`src/rtl/bht_branch_predictor.sv`:
```
// Branch history table: ENTRIES saturating CNT_W-bit counters indexed by PC, plus branch/miss stats.
// Optional global-history (gshare) indexing is enabled by defining GSHARE_EN.

module bht_ctr #(
  parameter int CNT_W = 2,
  parameter int INIT  = 3
) (
  input  logic             clk_i,
  input  logic             rst_i,
  input  logic             we_i,
  input  logic             taken_i,
  output logic [CNT_W-1:0] cnt_o
);
  localparam logic [CNT_W-1:0] MAX = {CNT_W{1'b1}};

  logic [CNT_W-1:0] cnt_q, cnt_d;

  always_comb begin
    cnt_d = cnt_q;
    if (we_i) begin
      if (taken_i && cnt_q != MAX)               cnt_d = cnt_q + 1'b1;
      else if (!taken_i && cnt_q != '0)          cnt_d = cnt_q - 1'b1;
    end
  end

  always_ff @(posedge clk_i) begin
    if (rst_i) cnt_q <= CNT_W'(INIT);
    else       cnt_q <= cnt_d;
  end

  assign cnt_o = cnt_q;
endmodule

module bht_branch_predictor #(
  parameter int ENTRIES = 16,
  parameter int CNT_W   = 2,
  parameter int INIT    = 2**CNT_W-1,
  parameter int STAT_W  = 16,
  localparam int IDX_W  = $clog2(ENTRIES)
) (
  input  logic              clk_i,
  input  logic              rst_i,
  input  logic [31:0]       IF_PC_i,
  output logic              predict_o,
  output logic [IDX_W-1:0]  IF_hist_o,
  input  logic              EX_Branch_i,
  input  logic [31:0]       EX_PC_i,
  input  logic              EX_Predict_i,
  input  logic [IDX_W-1:0]  EX_hist_i,
  input  logic              EX_taken_i,
  input  logic [31:0]       EX_immExtended_i,
  output logic              Predict_wrong_o,
  output logic [31:0]       PC_o,
  output logic [STAT_W-1:0] branch_cnt_o,
  output logic [STAT_W-1:0] miss_cnt_o
);
  logic [IDX_W-1:0]              rd_idx, wr_idx;
  logic [ENTRIES-1:0][CNT_W-1:0] cnt;

`ifdef GSHARE_EN
  logic [IDX_W-1:0] ghr_q, ghr_d;

  // History shifts only on resolved branches, so it is never speculative.
  always_comb begin
    ghr_d = ghr_q;
    if (EX_Branch_i) ghr_d = (ghr_q << 1) | IDX_W'(EX_taken_i);
  end

  always_ff @(posedge clk_i) begin
    if (rst_i) ghr_q <= '0;
    else       ghr_q <= ghr_d;
  end

  assign IF_hist_o = ghr_q;
  assign rd_idx    = IF_PC_i[IDX_W+1:2] ^ ghr_q;
  assign wr_idx    = EX_PC_i[IDX_W+1:2] ^ EX_hist_i;

  logic unused_bits;
  assign unused_bits = ^{IF_PC_i[31:IDX_W+2], IF_PC_i[1:0], EX_PC_i[31:IDX_W+2],
                         EX_PC_i[1:0], EX_immExtended_i[31]};
`else
  assign IF_hist_o = '0;
  assign rd_idx    = IF_PC_i[IDX_W+1:2];
  assign wr_idx    = EX_PC_i[IDX_W+1:2];

  logic unused_bits;
  assign unused_bits = ^{IF_PC_i[31:IDX_W+2], IF_PC_i[1:0], EX_PC_i[31:IDX_W+2],
                         EX_PC_i[1:0], EX_immExtended_i[31], EX_hist_i};
`endif

  genvar gi;
  generate
    for (gi = 0; gi < ENTRIES; gi++) begin : g_ent
      bht_ctr #(.CNT_W(CNT_W), .INIT(INIT)) u_ctr (
        .clk_i   (clk_i),
        .rst_i   (rst_i),
        .we_i    (EX_Branch_i && (wr_idx == IDX_W'(gi))),
        .taken_i (EX_taken_i),
        .cnt_o   (cnt[gi])
      );
    end
  endgenerate

  // Read is the registered value, so a same-cycle update is not bypassed.
  assign predict_o       = cnt[rd_idx][CNT_W-1];
  assign Predict_wrong_o = EX_Branch_i && (EX_Predict_i != EX_taken_i);
  assign PC_o            = EX_Predict_i ? EX_PC_i + 32'd4
                                        : EX_PC_i + {EX_immExtended_i[30:0], 1'b0};

  localparam logic [STAT_W-1:0] STAT_MAX = {STAT_W{1'b1}};

  logic [STAT_W-1:0] branch_cnt_q, branch_cnt_d, miss_cnt_q, miss_cnt_d;

  always_comb begin
    branch_cnt_d = branch_cnt_q;
    miss_cnt_d   = miss_cnt_q;
    if (EX_Branch_i && branch_cnt_q != STAT_MAX)   branch_cnt_d = branch_cnt_q + 1'b1;
    if (Predict_wrong_o && miss_cnt_q != STAT_MAX) miss_cnt_d   = miss_cnt_q + 1'b1;
  end

  always_ff @(posedge clk_i) begin
    if (rst_i) begin
      branch_cnt_q <= '0;
      miss_cnt_q   <= '0;
    end else begin
      branch_cnt_q <= branch_cnt_d;
      miss_cnt_q   <= miss_cnt_d;
    end
  end

  assign branch_cnt_o = branch_cnt_q;
  assign miss_cnt_o   = miss_cnt_q;
endmodule

```
`config.mk`:
```
export PLATFORM = sky130hd
export DESIGN_NAME = bht_branch_predictor
export DESIGN_NICKNAME = d
export VERILOG_FILES = /design/src/rtl/bht_branch_predictor.sv
export SDC_FILE = /design/constraint.sdc
export NUM_CORES = 1
export LEC_CHECK = 0
export CORE_MARGIN = 2
export CORE_UTILIZATION = 46
export DETAILED_ROUTE_END_ITERATION = 16
export PLACE_DENSITY = 0.76
export SKIP_CTS_REPAIR_TIMING = 1
export SYNTH_ARGS = -nofsm -noshare
export SYNTH_HDL_FRONTEND = slang
export SYNTH_SLANG_ARGS = --single-unit
export TNS_END_PERCENT = 1
```
`constraint.sdc`:
```
create_clock -name clk_i -period 4.9 [get_ports clk_i]
set_clock_uncertainty 0.15 [all_clocks]
set_input_delay 1.225 -clock clk_i [delete_from_list [all_inputs] [get_ports clk_i]]
set_output_delay 1.225 -clock clk_i [all_outputs]
set_load 0.005 [all_outputs]
```
==> metrics.txt, run 1 <==
# TYPE chip_impl_metric gauge
chip_impl_info{name="min-delay-path-class",value="reg2reg"} 1
chip_impl_metric{name="total_of_endpoints_with_negative_setup_slack_in_the_final_report",unit=""} 13
chip_impl_metric{name="post-route-period-util",unit="%"} 103
chip_impl_metric{name="cts_max_path_buffers",unit=""} 2
chip_impl_metric{name="rr_worst_depth",unit=""} 8
chip_impl_metric{name="globalRouteMet3Util",unit="%"} 4.84
chip_impl_info{name="clk_root_buffer_cell",value="clkbuf_16"} 1
chip_impl_metric{name="gp_congestion",unit=""} 0.900
chip_impl_metric{name="grt_antenna_before_repair",unit=""} 2
chip_impl_metric{name="post_route_cells_drive_above_1_share",unit="%"} 21.3
chip_impl_metric{name="post-route-worst-setup-slack",unit="ns"} -0.164
chip_impl_metric{name="ys_seq_area_share",unit="%"} 21.5
chip_impl_metric{name="clkTransAtPathRegs",unit="ns"} 0.06
chip_impl_metric{name="multiInputGateArea",unit="mm^2"} 0.00481
chip_impl_info{name="cts_tree",value="built"} 1
chip_impl_info{name="timing.critical_path.to",value="PC_o[28]"} 1
chip_impl_metric{name="p_leak",unit="uW"} 0.00386
chip_impl_metric{name="timing.max_slew.rel_slack",unit="%"} 32.2
chip_impl_info{name="global_route.peak_usage_layer",value="met2"} 1
chip_impl_metric{name="arrival",unit="ns"} 3.69
chip_impl_metric{name="worst_pin_slew",unit="ns"} 1.02
chip_impl_metric{name="path_max_fanout",unit=""} 4
chip_impl_metric{name="area.growth.synth_to_final",unit="%"} 52.0
chip_impl_metric{name="synth.lib_cells_used.distinct",unit=""} 64
chip_impl_metric{name="post_synth_edffs",unit=""} 0
chip_impl_metric{name="setup_total_negative_slack",unit="ns"} -0.995
chip_impl_info{name="worstSetupStartpoint",value="EX_PC_i[19]"} 1
chip_impl_metric{name="core.rowCount",unit=""} 41
chip_impl_metric{name="ys.warnings.count",unit=""} 0
chip_impl_info{name="synth_commonest_cells",value="nor2_1, a21oi_1, nand2_1"} 1
chip_impl_metric{name="syn-mean-instance-area",unit="um^2"} 7.42
chip_impl_metric{name="wire_per_inst",unit="um"} 14.8
chip_impl_metric{name="track_usage",unit="%"} 24.2
chip_impl_metric{name="met2_usage",unit="%"} 42.3
chip_impl_metric{name="vias_in_the_first_global_route",unit=""} 6258
chip_impl_info{name="crit_path_start_kind",value="input pin"} 1
chip_impl_metric{name="maxCapViolations",unit=""} 0
chip_impl_metric{name="seq_area",unit="mm^2"} 0.00128
chip_impl_metric{name="drc",unit=""} 0
chip_impl_metric{name="ctsHtreeMaxLevel",unit=""} 3
chip_impl_metric{name="max_freq",unit="MHz"} 197
chip_impl_metric{name="holdWs",unit="ns"} 0.367
chip_impl_info{name="setup_crit_path_kind",value="in2out"} 1
chip_impl_metric{name="final.min_clock_period",unit="ns"} 5.06
chip_impl_metric{name="syn_std_cell_area",unit="mm^2"} 0.00597
chip_impl_metric{name="num_io_pins",unit=""} 175
chip_impl_metric{name="power_density",unit="mW/mm^2"} 205
chip_impl_metric{name="start_util",unit="%"} 47.3
chip_impl_metric{name="required",unit="ns"} 3.52
chip_impl_info{name="synth.most_common_cell",value="nor2_1"} 1
chip_impl_metric{name="final-hold-violation-count",unit=""} 0
chip_impl_metric{name="clkSinkCount",unit=""} 64
chip_impl_metric{name="routed_antenna_nets",unit=""} 0
chip_impl_metric{name="tritoncts.num_buffers",unit=""} 9
chip_impl_metric{name="die-height",unit="um"} 118
chip_impl_metric{name="r2r_slack",unit="ns"} 2.56
chip_impl_info{name="failed_checks",value="negative setup slack"} 1
chip_impl_metric{name="global_route.overflow_total",unit=""} 0
chip_impl_metric{name="design.final.nets",unit=""} 1188
chip_impl_metric{name="die_width",unit="um"} 118
chip_impl_metric{name="nFillCells",unit=""} 993
chip_impl_metric{name="core-area",unit="mm^2"} 0.0126
chip_impl_metric{name="dr.pass1.iters",unit=""} 5
chip_impl_info{name="status",value="complete, but fails checks"} 1
chip_impl_metric{name="synth_top_area_share",unit="%"} 21.5
chip_impl_metric{name="vdd_ir_drop_max",unit="mV"} 0.156
chip_impl_info{name="synth_ff_type",value="dfxtp_1"} 1
chip_impl_metric{name="place_hpwl",unit="um"} 13300
chip_impl_metric{name="maximum_number_of_pins_on_one_net_before_global_route_repair",unit=""} 65
chip_impl_metric{name="drtIter0Drc",unit=""} 369
chip_impl_metric{name="die_area",unit="mm^2"} 0.0139
chip_impl_metric{name="grt_util_met1",unit="%"} 30.2
chip_impl_metric{name="grt_first_pass_wirelength",unit="um"} 28500
chip_impl_info{name="crit-reg2reg-capture",value="branch_cnt_o[14]"} 1
chip_impl_metric{name="dr_total_vias",unit=""} 6741
chip_impl_metric{name="placement.io_buffers",unit=""} 135
chip_impl_info{name="rsz0062_at_grt",value="yes"} 1
chip_impl_metric{name="ys_ff_latch",unit=""} 64
chip_impl_metric{name="routed_vias_inst",unit=""} 5.50
chip_impl_metric{name="synthArstFlopShare",unit="%"} 0
chip_impl_metric{name="drt-total-wl",unit="um"} 18100
chip_impl_metric{name="timing_max_transition_violations_final",unit=""} 0
chip_impl_metric{name="synthesis.instances",unit=""} 804
chip_impl_info{name="yosys.area.top_type",value="dfxtp_1"} 1
chip_impl_metric{name="clock_latency_reported_for_the_late_side_of_the_worst_skew_pair",unit="ns"} 0.33
chip_impl_info{name="r2r_start",value="branch_cnt_o[0]"} 1
chip_impl_info{name="worst_setup_path_end_kind",value="output pin"} 1
chip_impl_info{name="synth_area_leaders",value="dfxtp_1, ha_1, a21oi_1"} 1
[per-layer routing]
layer	wire length [um]	vias to the layer above
li1	-	3386
met1	7820	3129
met2	8910	198
met3	1050	28
met4	333	0
met5	0	-
[worst min-delay path by stage]
stage / start / end / slack [ns] / cells past startpoint
2_1_floorplan: branch_cnt_o[10] / branch_cnt_o[10] / 0.34 / 2
6_report: branch_cnt_o[10] / branch_cnt_o[10] / 0.37 / 2
3_5_place_dp: branch_cnt_o[10] / branch_cnt_o[10] / 0.35 / 2
5_1_grt: miss_cnt_o[9] / miss_cnt_o[9] / 0.40 / 2
4_1_cts: branch_cnt_o[10] / branch_cnt_o[10] / 0.37 / 2
3_3_place_gp: branch_cnt_o[10] / branch_cnt_o[10] / 0.35 / 2
[final cells by class]
type                            instances  area share [%]
Timing Repair Buffer                  269            26.6
Clock inverter                          7           0.882
Tap cell                              172            2.37
Inverter                               11           0.455
Clock buffer                            9            2.48
Multi-Input combinational cell        691            53.0
Antenna cell                            2          0.0551
Sequential cell                        64            14.1
[metrics by stage]
stage | power [uW] | utilization (%) | worst slack, ns | cell area [um^2] | instances
2_1_floorplan | 836 | - | 0.365 | 5980 | 807
3_3_place_gp | 1150 | 65.8 | -0.943 | 8310 | 1200
3_5_place_dp | 1160 | 65.8 | -1.02 | 8310 | 1200
4_1_cts | 1800 | 68.2 | -1.04 | 8610 | 1216
5_1_grt | 1940 | 71.9 | -0.248 | 9080 | 1225
6_report | 1860 | 71.9 | -0.164 | 9080 | 1225
[power by group]
part	internal, uW	switching (uW)	leakage, uW
registers	525	6.42	0.000518
logic	367	312	0.00320
clock network	398	249	0.000143
[layout by cell type (no fill, tap or decap), drive strengths merged, types with 4 or more instances in the layout]
cell type	n
xor2	36
o221ai	17
nor3	11
dfxtp	64
nor2b	8
o22ai	4
ha	36
o211ai	4
a21oi	89
dlymetal6s2s	30
or3	20
nand4	21
nand3	34
nand2	77
and4	5
mux2i	8
mux4	5
and2	4
o21a	6
and3	13
a31oi	4
nor2	94
nand2b	29
o21bai	16
inv	13
a21o	13
conb	4
xnor2	37
o31ai	6
clkdlybuf4s50	101
a21boi	4
clkbuf	10
o21ai	41
buf	137
nand3b	17
[logic make-up after synthesis]
family / synth area share [%]
AO/OA/AOI/OAI: 23.2
flip-flops: 21.5
buffers and inverters: 3.77
XOR/XNOR: 10.7
adder cells (fa/ha/maj): 7.88
other: 0.0628
multiplexers: 3.42
AND/OR/NAND/NOR: 29.5
[flip-flops by register name, indices dropped and copies added (netlist names)]
register and count:
g_ent.u_ctr.cnt_o 32, branch_cnt_o 16, miss_cnt_o 16
[worst max-delay path: stages]
cell             delay, ns
clkdlybuf4s50_1       0.49
ha_1                  0.39
a21oi_1               0.22
o21ai_1               0.15
nor2_1                0.21
a31oi_4               0.16
buf_4                 0.16
a31oi_2               0.15
mux2i_1               0.21
o211ai_1              0.13
dlymetal6s2s_1        0.18
Note: power is estimated with default switching activity, not from simulation.
==> inputs of run 2 (changes only) <==
- CORE_UTILIZATION: 46 -> 45
- PLACE_DENSITY: 0.76 -> 0.74
- SKIP_CTS_REPAIR_TIMING: 1 -> default
- SYNTH_HIERARCHICAL: default -> 1
==> run 2 against run 1 <==
  * The run still ends with negative setup slack left
  * Die area up 5.6%
  * Synthesized cell count up 0.50%
  * Highest routed layer unchanged
  * Hold slack worse by 0.014 ns
  * Area after synthesis up 3.5%
  * Non-clock buffer count up 33
  * Critical path depth unchanged
  * Clock power up 11%
  * Count of clock-buffer cells in the layout unchanged
  * Core utilization up 0.74 points
  * Flip-flop and latch count unchanged
==> metrics.txt, run 2 <==
# TYPE chip_impl_metric gauge
chip_impl_info{name="clk_root_buffer_cell",value="clkbuf_16"} 1
chip_impl_metric{name="tritoncts.num_buffers",unit=""} 9
chip_impl_metric{name="synth_top_area_share",unit="%"} 20.7
chip_impl_metric{name="vdd_ir_drop_max",unit="mV"} 0.154
chip_impl_metric{name="rr_worst_depth",unit=""} 7
chip_impl_metric{name="dr.pass1.iters",unit=""} 6
chip_impl_metric{name="post-route-period-util",unit="%"} 104
chip_impl_metric{name="drtIter0Drc",unit=""} 501
chip_impl_info{name="crit_path_start_kind",value="input pin"} 1
chip_impl_info{name="timing.critical_path.cells",value="clkdlybuf4s50_1 > ha_4 > o211ai_1 > a21o_4 > a211oi_4 > buf_4 > a211o_1 > buf_4 > xor2_2 > mux2_2 > dlygate4sd2_1"} 1
chip_impl_metric{name="clkSinkCount",unit=""} 64
chip_impl_metric{name="vias_in_the_first_global_route",unit=""} 6659
chip_impl_metric{name="timing_max_transition_violations_final",unit=""} 0
chip_impl_metric{name="maxCapViolations",unit=""} 0
chip_impl_metric{name="track_usage",unit="%"} 25.9
chip_impl_info{name="worst_setup_path_end_kind",value="output pin"} 1
chip_impl_metric{name="maximum_number_of_pins_on_one_net_before_global_route_repair",unit=""} 67
chip_impl_metric{name="final_util",unit="%"} 72.7
chip_impl_metric{name="timing.hold.worst_path_depth",unit=""} 2
chip_impl_info{name="crit-reg2reg-capture",value="miss_cnt_o[14]"} 1
chip_impl_metric{name="die-height",unit="um"} 121
chip_impl_metric{name="finalInstanceArea",unit="mm^2"} 0.00970
chip_impl_metric{name="grt_first_pass_wirelength",unit="um"} 31100
chip_impl_metric{name="setup_total_negative_slack",unit="ns"} -1.15
chip_impl_metric{name="arrival",unit="ns"} 3.70
chip_impl_metric{name="drc",unit=""} 0
chip_impl_metric{name="total_power",unit="uW"} 1980
chip_impl_metric{name="die_width",unit="um"} 121
chip_impl_info{name="layout_commonest_cell",value="buf_4"} 1
chip_impl_metric{name="required",unit="ns"} 3.52
chip_impl_metric{name="ys.warnings.count",unit=""} 6
chip_impl_metric{name="clkTransAtPathRegs",unit="ns"} 0.05
chip_impl_info{name="status",value="complete, but fails checks"} 1
chip_impl_metric{name="core-area",unit="mm^2"} 0.0133
chip_impl_metric{name="global_route.overflow_total",unit=""} 0
chip_impl_metric{name="ys_seq_area_share",unit="%"} 20.7
chip_impl_metric{name="synthArstFlopShare",unit="%"} 0
chip_impl_info{name="mostFrequentLayoutCells",value="buf_4, nor2_1, clkdlybuf4s50_1, nand2_1, dfxtp_1"} 1
chip_impl_info{name="synth_ff_type",value="dfxtp_1"} 1
chip_impl_metric{name="cts_max_path_buffers",unit=""} 2
chip_impl_metric{name="post_route_cells_drive_above_1_share",unit="%"} 29.6
chip_impl_metric{name="p_leak",unit="uW"} 0.00402
chip_impl_info{name="whs_endpoint",value="miss_cnt_o[1]"} 1
chip_impl_metric{name="start_util",unit="%"} 46.3
chip_impl_metric{name="area.growth.synth_to_final",unit="%"} 57.0
chip_impl_metric{name="r2r_slack",unit="ns"} 2.70
chip_impl_metric{name="n_antenna_cell",unit=""} 0
chip_impl_metric{name="timing.max_slew.rel_slack",unit="%"} 19.7
chip_impl_info{name="min-delay-start",value="miss_cnt_o[1]"} 1
chip_impl_metric{name="dr_total_vias",unit=""} 7197
chip_impl_metric{name="ctsHtreeMaxLevel",unit=""} 3
chip_impl_metric{name="ys_ff_latch",unit=""} 64
chip_impl_metric{name="grt_antenna_before_repair",unit=""} 0
chip_impl_metric{name="flip_flop_count_of_the_largest_register_all_copies_and_words_added",unit=""} 32
chip_impl_metric{name="final.min_clock_period",unit="ns"} 5.08
chip_impl_metric{name="num_io_pins",unit=""} 175
chip_impl_metric{name="synthesis.instances",unit=""} 808
chip_impl_metric{name="core.rowCount",unit=""} 42
chip_impl_metric{name="drt-total-wl",unit="um"} 20000
chip_impl_info{name="yosys.area.top_type",value="dfxtp_1"} 1
chip_impl_metric{name="total_of_endpoints_with_negative_setup_slack_in_the_final_report",unit=""} 11
chip_impl_metric{name="clock_latency_reported_for_the_late_side_of_the_worst_skew_pair",unit="ns"} 0.34
chip_impl_info{name="rsz0062_at_grt",value="yes"} 1
chip_impl_metric{name="routed_antenna_nets",unit=""} 0
chip_impl_info{name="r2r_start",value="miss_cnt_o[7]"} 1
chip_impl_metric{name="synth.lib_cells_used.distinct",unit=""} 74
chip_impl_info{name="cts_tree",value="built"} 1
chip_impl_metric{name="path_max_fanout",unit=""} 4
chip_impl_info{name="synth_area_leaders",value="dfxtp_1, ha_1, nor2_1"} 1
chip_impl_info{name="setup_crit_path_kind",value="in2out"} 1
chip_impl_metric{name="die_area",unit="mm^2"} 0.0147
chip_impl_metric{name="syn_std_cell_area",unit="mm^2"} 0.00618
chip_impl_info{name="synth_commonest_cells",value="nor2_1, nand2_1, a21oi_1"} 1
chip_impl_metric{name="count_of_hold_fix_buffers_inserted_at_cts",unit=""} 0
chip_impl_metric{name="post-route-worst-setup-slack",unit="ns"} -0.179
chip_impl_metric{name="place_hpwl",unit="um"} 14300
chip_impl_info{name="synth.most_common_cell",value="nor2_1"} 1
chip_impl_info{name="critical_path.slowest_cell",value="clkdlybuf4s50_1"} 1
chip_impl_metric{name="wire_per_inst",unit="um"} 15.6
chip_impl_metric{name="detailed_place.area",unit="mm^2"} 0.00878
chip_impl_info{name="min-delay-path-class",value="reg2reg"} 1
chip_impl_metric{name="post_synth_edffs",unit=""} 0
chip_impl_info{name="worst_path_most_repeated_cell",value="buf_4"} 1
chip_impl_metric{name="worst_pin_slew",unit="ns"} 1.21
chip_impl_metric{name="design.final.nets",unit=""} 1241
chip_impl_metric{name="holdWs",unit="ns"} 0.354
chip_impl_metric{name="routed_vias_inst",unit=""} 5.63
chip_impl_metric{name="final-hold-violation-count",unit=""} 0
chip_impl_metric{name="max_freq",unit="MHz"} 197
chip_impl_metric{name="syn-mean-instance-area",unit="um^2"} 7.65
chip_impl_info{name="failed_checks",value="negative setup slack"} 1
chip_impl_metric{name="power_density",unit="mW/mm^2"} 204
chip_impl_metric{name="max_stage_delay",unit="ns"} 0.52
chip_impl_metric{name="placement.io_buffers",unit=""} 135
chip_impl_metric{name="gp_congestion",unit=""} 0.905
## run 2: changes by cell type after synthesis, moves of 6 or more
| cell | before | now |
|---|---|---|
| nand3b_1 | 17 | 2 |
| nand2_1 | 76 | 82 |
| nor3_1 | 11 | 27 |
| a211oi_2 | 0 | 20 |
| o21bai_1 | 16 | 22 |
| nor3b_2 | 0 | 16 |
| or3_1 | 20 | 10 |
| clkbuf_1 | 30 | 13 |
| nor2b_1 | 8 | 2 |
| inv_1 | 11 | 20 |
| a21oi_1 | 89 | 71 |
| o21ai_1 | 0 | 6 |
| o221ai_1 | 17 | 0 |
## run 2: worst max-delay path: cells and delay by family
kind | cells | cell delay [ns]
multiplexers | 1 | 0.25
adder cells (fa/ha/maj) | 1 | 0.23
XOR/XNOR | 1 | 0.15
AO/OA/AOI/OAI | 4 | 0.76
buffers and inverters | 4 | 1.08
## run 2: how the worst max path moves through the flow
| stage | start | end | slack (ns) | depth (start not counted) |
|---|---|---|---|---|
| CTS | EX_PC_i[4] | PC_o[15] | -0.30 | 11 |
| global route | EX_PC_i[12] | PC_o[27] | -0.30 | 12 |
| global placement | EX_PC_i[1] | PC_o[19] | -0.93 | 13 |
| finish | EX_immExtended_i[3] | PC_o[21] | -0.18 | 11 |
| floorplan | EX_PC_i[1] | PC_o[19] | 0.33 | 10 |
| detailed placement | EX_PC_i[1] | PC_o[19] | -0.95 | 13 |
## run 2: what timing repair did
| item | CTS | global route |
|---|---|---|
| buffers inserted | 7 | 8 |
| setup endpoints to repair | 26 | 26 |
| gates resized for setup | 113 | 75 |
| pin swaps | 30 | 29 |
## run 2: logic make-up after synthesis
family / count (synthesis) / synth area share, %
muxes: 13 / 3.16
DFF: 64 / 20.7
adders and majority gates: 37 / 7.61
other: 1 / 0.0607
AOI/OAI and AO/OA: 221 / 24.9
and+or+nand+nor: 355 / 30.2
xor gates and xnor gates: 71 / 10.1
buffers and inverters: 46 / 3.32
## run 2: cell type report
| class | count | area [um^2] |
|---|---|---|
| Fill cell | 1016 | 3650 |
| Sequential cell | 64 | 1280 |
| Clock buffer | 9 | 225 |
| Timing Repair Buffer | 302 | 2570 |
| Inverter | 21 | 78.8 |
| Clock inverter | 6 | 109 |
| Tap cell | 176 | 220 |
| Multi-Input combinational cell | 701 | 5220 |
## run 2: per-stage QoR
stage	setup slack, ns	std cells
global placement	-0.929	1249
global route	-0.300	1279
CTS	-0.297	1271
floorplan	0.326	811
detailed placement	-0.952	1249
finish	-0.179	1279
## run 2: metal layers
metal	wire [um]	part of all wire, %	vias to the layer above	global-route usage, %
met2	9860	49	267	45.5
met4	549	2.8	0	8.41
met3	1040	5.2	58	3.34
met1	8510	43	3356	32.7
met5	0	0	-	0
li1	-	-	3516	-
## run 2: report_power, final
group | switching (uW) | internal (uW) | leakage (uW)
logic | 347 | 381 | 0.00334
clock network | 229 | 492 | 0.000165
registers | 6.30 | 526 | 0.000518
total | 583 | 1400 | 0.00402
==> inputs of run 3 (changes only) <==
- ABC_AREA: default -> 1
- CORE_UTILIZATION: 45 -> 51
- PLACE_DENSITY: 0.74 -> 0.81
==> run 3 against run 2 <==
  * The run now ends clean
  * Sequential power about the same
  * Highest routed layer unchanged
  * Register-to-register slack worse by 0.03 ns
  * Combinational power is 8.9% lower
  * Sequential share of layout area is 0.14 points higher
  * Via count rose by 19%
  * Non-clock buffer count down 89
  * Die area decreased by 1.5%
  * Critical path depth is 1 higher
  * Largest power group unchanged
  * Final cell count is 29% higher
  * Critical path type unchanged
  * First-iteration DRC count grew 33%
  * Cell area fell by 1.0%
==> metrics.txt, run 3 <==
# TYPE chip_impl_metric gauge
chip_impl_info{name="synth_ff_type",value="dfxtp_1"} 1
chip_impl_metric{name="final_cell_count_no_fill",unit=""} 1654
chip_impl_metric{name="synth_top_area_share",unit="%"} 25.2
chip_impl_metric{name="routed_antenna_nets",unit=""} 0
chip_impl_metric{name="die-height",unit="um"} 120
chip_impl_metric{name="grt_first_pass_wirelength",unit="um"} 34400
chip_impl_info{name="mostFrequentLayoutCells",value="nand2_1, inv_1, clkdlybuf4s50_1, nor2_1, buf_4"} 1
chip_impl_metric{name="max_freq",unit="MHz"} 205
chip_impl_info{name="cts_tree",value="built"} 1
chip_impl_metric{name="num_io_pins",unit=""} 175
chip_impl_metric{name="dr_total_vias",unit=""} 8588
chip_impl_metric{name="global_route.overflow_total",unit=""} 0
chip_impl_info{name="yosys.area.top_type",value="nand2_1"} 1
chip_impl_metric{name="synthesis.instances",unit=""} 1263
chip_impl_metric{name="maximum_number_of_pins_on_one_net_before_global_route_repair",unit=""} 46
chip_impl_info{name="rsz0062_at_grt",value="yes"} 1
chip_impl_metric{name="die_width",unit="um"} 120
chip_impl_metric{name="syn-mean-instance-area",unit="um^2"} 5.46
chip_impl_metric{name="final.min_clock_period",unit="ns"} 4.88
chip_impl_metric{name="post_route_cells_drive_above_1_share",unit="%"} 12.0
chip_impl_metric{name="placement.io_buffers",unit=""} 135
chip_impl_info{name="min-delay-start",value="branch_cnt_o[2]"} 1
chip_impl_info{name="synth_area_leaders",value="nand2_1, dfxtp_1, inv_1"} 1
chip_impl_metric{name="track_usage",unit="%"} 29.4
chip_impl_metric{name="worst_pin_slew",unit="ns"} 0.690
chip_impl_metric{name="ys_seq_area_share",unit="%"} 18.6
chip_impl_metric{name="placed_cells_incl_taps",unit=""} 1635
chip_impl_metric{name="start_util",unit="%"} 52.1
chip_impl_info{name="clk_root_buffer_cell",value="clkbuf_16"} 1
chip_impl_metric{name="holdWs",unit="ns"} 0.344
chip_impl_metric{name="place_hpwl",unit="um"} 17300
chip_impl_metric{name="flip_flop_count_of_the_largest_register_all_copies_and_words_added",unit=""} 32
chip_impl_metric{name="tritoncts.num_buffers",unit=""} 9
chip_impl_metric{name="grt_antenna_before_repair",unit=""} 1
chip_impl_metric{name="design.final.nets",unit=""} 1614
chip_impl_metric{name="detailed_place.area",unit="mm^2"} 0.00893
chip_impl_metric{name="syn_std_cell_area",unit="mm^2"} 0.00690
chip_impl_metric{name="final-hold-violation-count",unit=""} 0
chip_impl_info{name="synth_commonest_cells",value="nand2_1, inv_1, nor2_1"} 1
chip_impl_info{name="min-delay-path-class",value="reg2reg"} 1
chip_impl_metric{name="total_of_endpoints_with_negative_setup_slack_in_the_final_report",unit=""} 0
chip_impl_metric{name="clock_latency_reported_for_the_late_side_of_the_worst_skew_pair",unit="ns"} 0.35
chip_impl_metric{name="core-area",unit="mm^2"} 0.0132
chip_impl_metric{name="ys_ff_latch",unit=""} 64
chip_impl_metric{name="clkSinkCount",unit=""} 64
chip_impl_metric{name="cts_max_path_buffers",unit=""} 2
chip_impl_info{name="synth.most_common_cell",value="nand2_1"} 1
chip_impl_info{name="layout_commonest_cell",value="nand2_1"} 1
chip_impl_metric{name="core.rowCount",unit=""} 42
chip_impl_metric{name="vias_in_the_first_global_route",unit=""} 7553
chip_impl_metric{name="gp_congestion",unit=""} 0.966
chip_impl_info{name="worstSetupStartpoint",value="EX_PC_i[8]"} 1
chip_impl_metric{name="synth.lib_cells_used.distinct",unit=""} 43
chip_impl_metric{name="required",unit="ns"} 3.52
chip_impl_info{name="r2r_start",value="miss_cnt_o[0]"} 1
chip_impl_info{name="setup_crit_path_kind",value="in2out"} 1
chip_impl_metric{name="drtIter0Drc",unit=""} 665
chip_impl_metric{name="finalInstanceArea",unit="mm^2"} 0.00960
chip_impl_metric{name="die_area",unit="mm^2"} 0.0145
chip_impl_metric{name="path_max_fanout",unit=""} 4
chip_impl_metric{name="dr.pass1.iters",unit=""} 5
chip_impl_info{name="status",value="complete, no violations"} 1
chip_impl_metric{name="synthArstFlopShare",unit="%"} 0
chip_impl_metric{name="nFillCells",unit=""} 1137
chip_impl_info{name="worst_setup_path_end_kind",value="output pin"} 1
chip_impl_metric{name="drt-total-wl",unit="um"} 22300
chip_impl_metric{name="count_of_hold_fix_buffers_inserted_at_cts",unit=""} 0
chip_impl_metric{name="power_density",unit="mW/mm^2"} 192
chip_impl_metric{name="routed_vias_inst",unit=""} 5.19
chip_impl_info{name="crit_path_start_kind",value="input pin"} 1
chip_impl_metric{name="timing_max_transition_violations_final",unit=""} 0
chip_impl_metric{name="vdd_ir_drop_max",unit="mV"} 0.172
chip_impl_metric{name="ctsHtreeMaxLevel",unit=""} 3
chip_impl_metric{name="ys.warnings.count",unit=""} 6
chip_impl_metric{name="clkTransAtPathRegs",unit="ns"} 0.06
chip_impl_metric{name="maxCapViolations",unit=""} 0
chip_impl_metric{name="drc",unit=""} 0
chip_impl_metric{name="post-route-period-util",unit="%"} 99.5
chip_impl_metric{name="p_leak",unit="uW"} 0.00503
chip_impl_metric{name="area.growth.synth_to_final",unit="%"} 39.2
chip_impl_metric{name="total_power",unit="uW"} 1840
chip_impl_metric{name="timing.max_slew.rel_slack",unit="%"} 53.9
chip_impl_metric{name="post_synth_edffs",unit=""} 0
chip_impl_metric{name="wire_per_inst",unit="um"} 13.5
chip_impl_metric{name="arrival",unit="ns"} 3.50
## run 3: logic make-up after synthesis
| family | share of synthesized area (%) |
|---|---|
| compound gates | 12.8 |
| xor+xnor | 3.30 |
| fa+ha+maj | 6.82 |
| buf+inv | 14.0 |
| flops | 18.6 |
| mux | 0.581 |
| other cells | 0.0544 |
| simple gates | 43.9 |
## run 3: timing repair
| action | CTS | global route |
|---|---|---|
| endpoints found under the hold margin | 0 | 0 |
| pin swaps | 6 | 4 |
| gates resized for setup | 28 | 58 |
| buffers inserted | 0 | 2 |
| endpoints found under the setup margin | 24 | 21 |
## run 3: power breakdown
| part | leakage (uW) | internal, uW | total [uW] | switching, uW |
|---|---|---|---|---|
| Combinational | 0.00437 | 306 | 663 | 356 |
| Clock | 0.000146 | 406 | 648 | 241 |
| Sequential | 0.000518 | 527 | 533 | 6.35 |
| Total | 0.00503 | 1240 | 1840 | 604 |
## run 3: layer usage
metal  part of all wire [%]  GRT usage [%]
met5                      0              0
met1                     42           39.0
met2                     46           48.7
met3                    9.1           5.24
met4                    2.3           9.23
## run 3: through the flow
step / utilization [%] / setup slack (ns) / setup TNS (ns)
2_1_floorplan: - / 0.955 / 0
3_3_place_gp: 67.5 / -0.290 / -3.04
3_5_place_dp: 67.5 / -0.360 / -4.23
6_report: 72.5 / 0.0235 / 0
4_1_cts: 70.2 / -0.133 / -0.338
5_1_grt: 72.5 / -0.0998 / -0.523
## run 3: worst paths after layout
kind / end / cells past startpoint / slack [ns]
max reg2reg: miss_cnt_o[6] / 9 / 2.67
min reg2reg: branch_cnt_o[2] / 2 / 0.34
max: PC_o[29] / 12 / 0.02
min: branch_cnt_o[2] / 2 / 0.34
## run 3: layout make-up
cell class | count | area [um^2] | area share, %
clock inverters | 5 | 56.3 | 0.586
inverters | 227 | 855 | 8.90
multi-input cells | 957 | 4980 | 51.9
well taps | 176 | 220 | 2.29
flip-flops and latches | 64 | 1280 | 13.3
clock buffers | 11 | 243 | 2.53
diodes | 1 | 2.50 | 0.0261
repair buffers | 213 | 1960 | 20.4
## run 3: worst max-delay path, stage by stage
cell,delay [ns]
clkdlybuf4s50_1,0.54
buf_4,0.17
nand2_1,0.13
buf_4,0.18
inv_1,0.06
nand4_1,0.13
nor2_2,0.19
nand2_1,0.10
xor2_1,0.13
nand2_1,0.07
nand2_1,0.09
clkdlybuf4s50_1,0.49
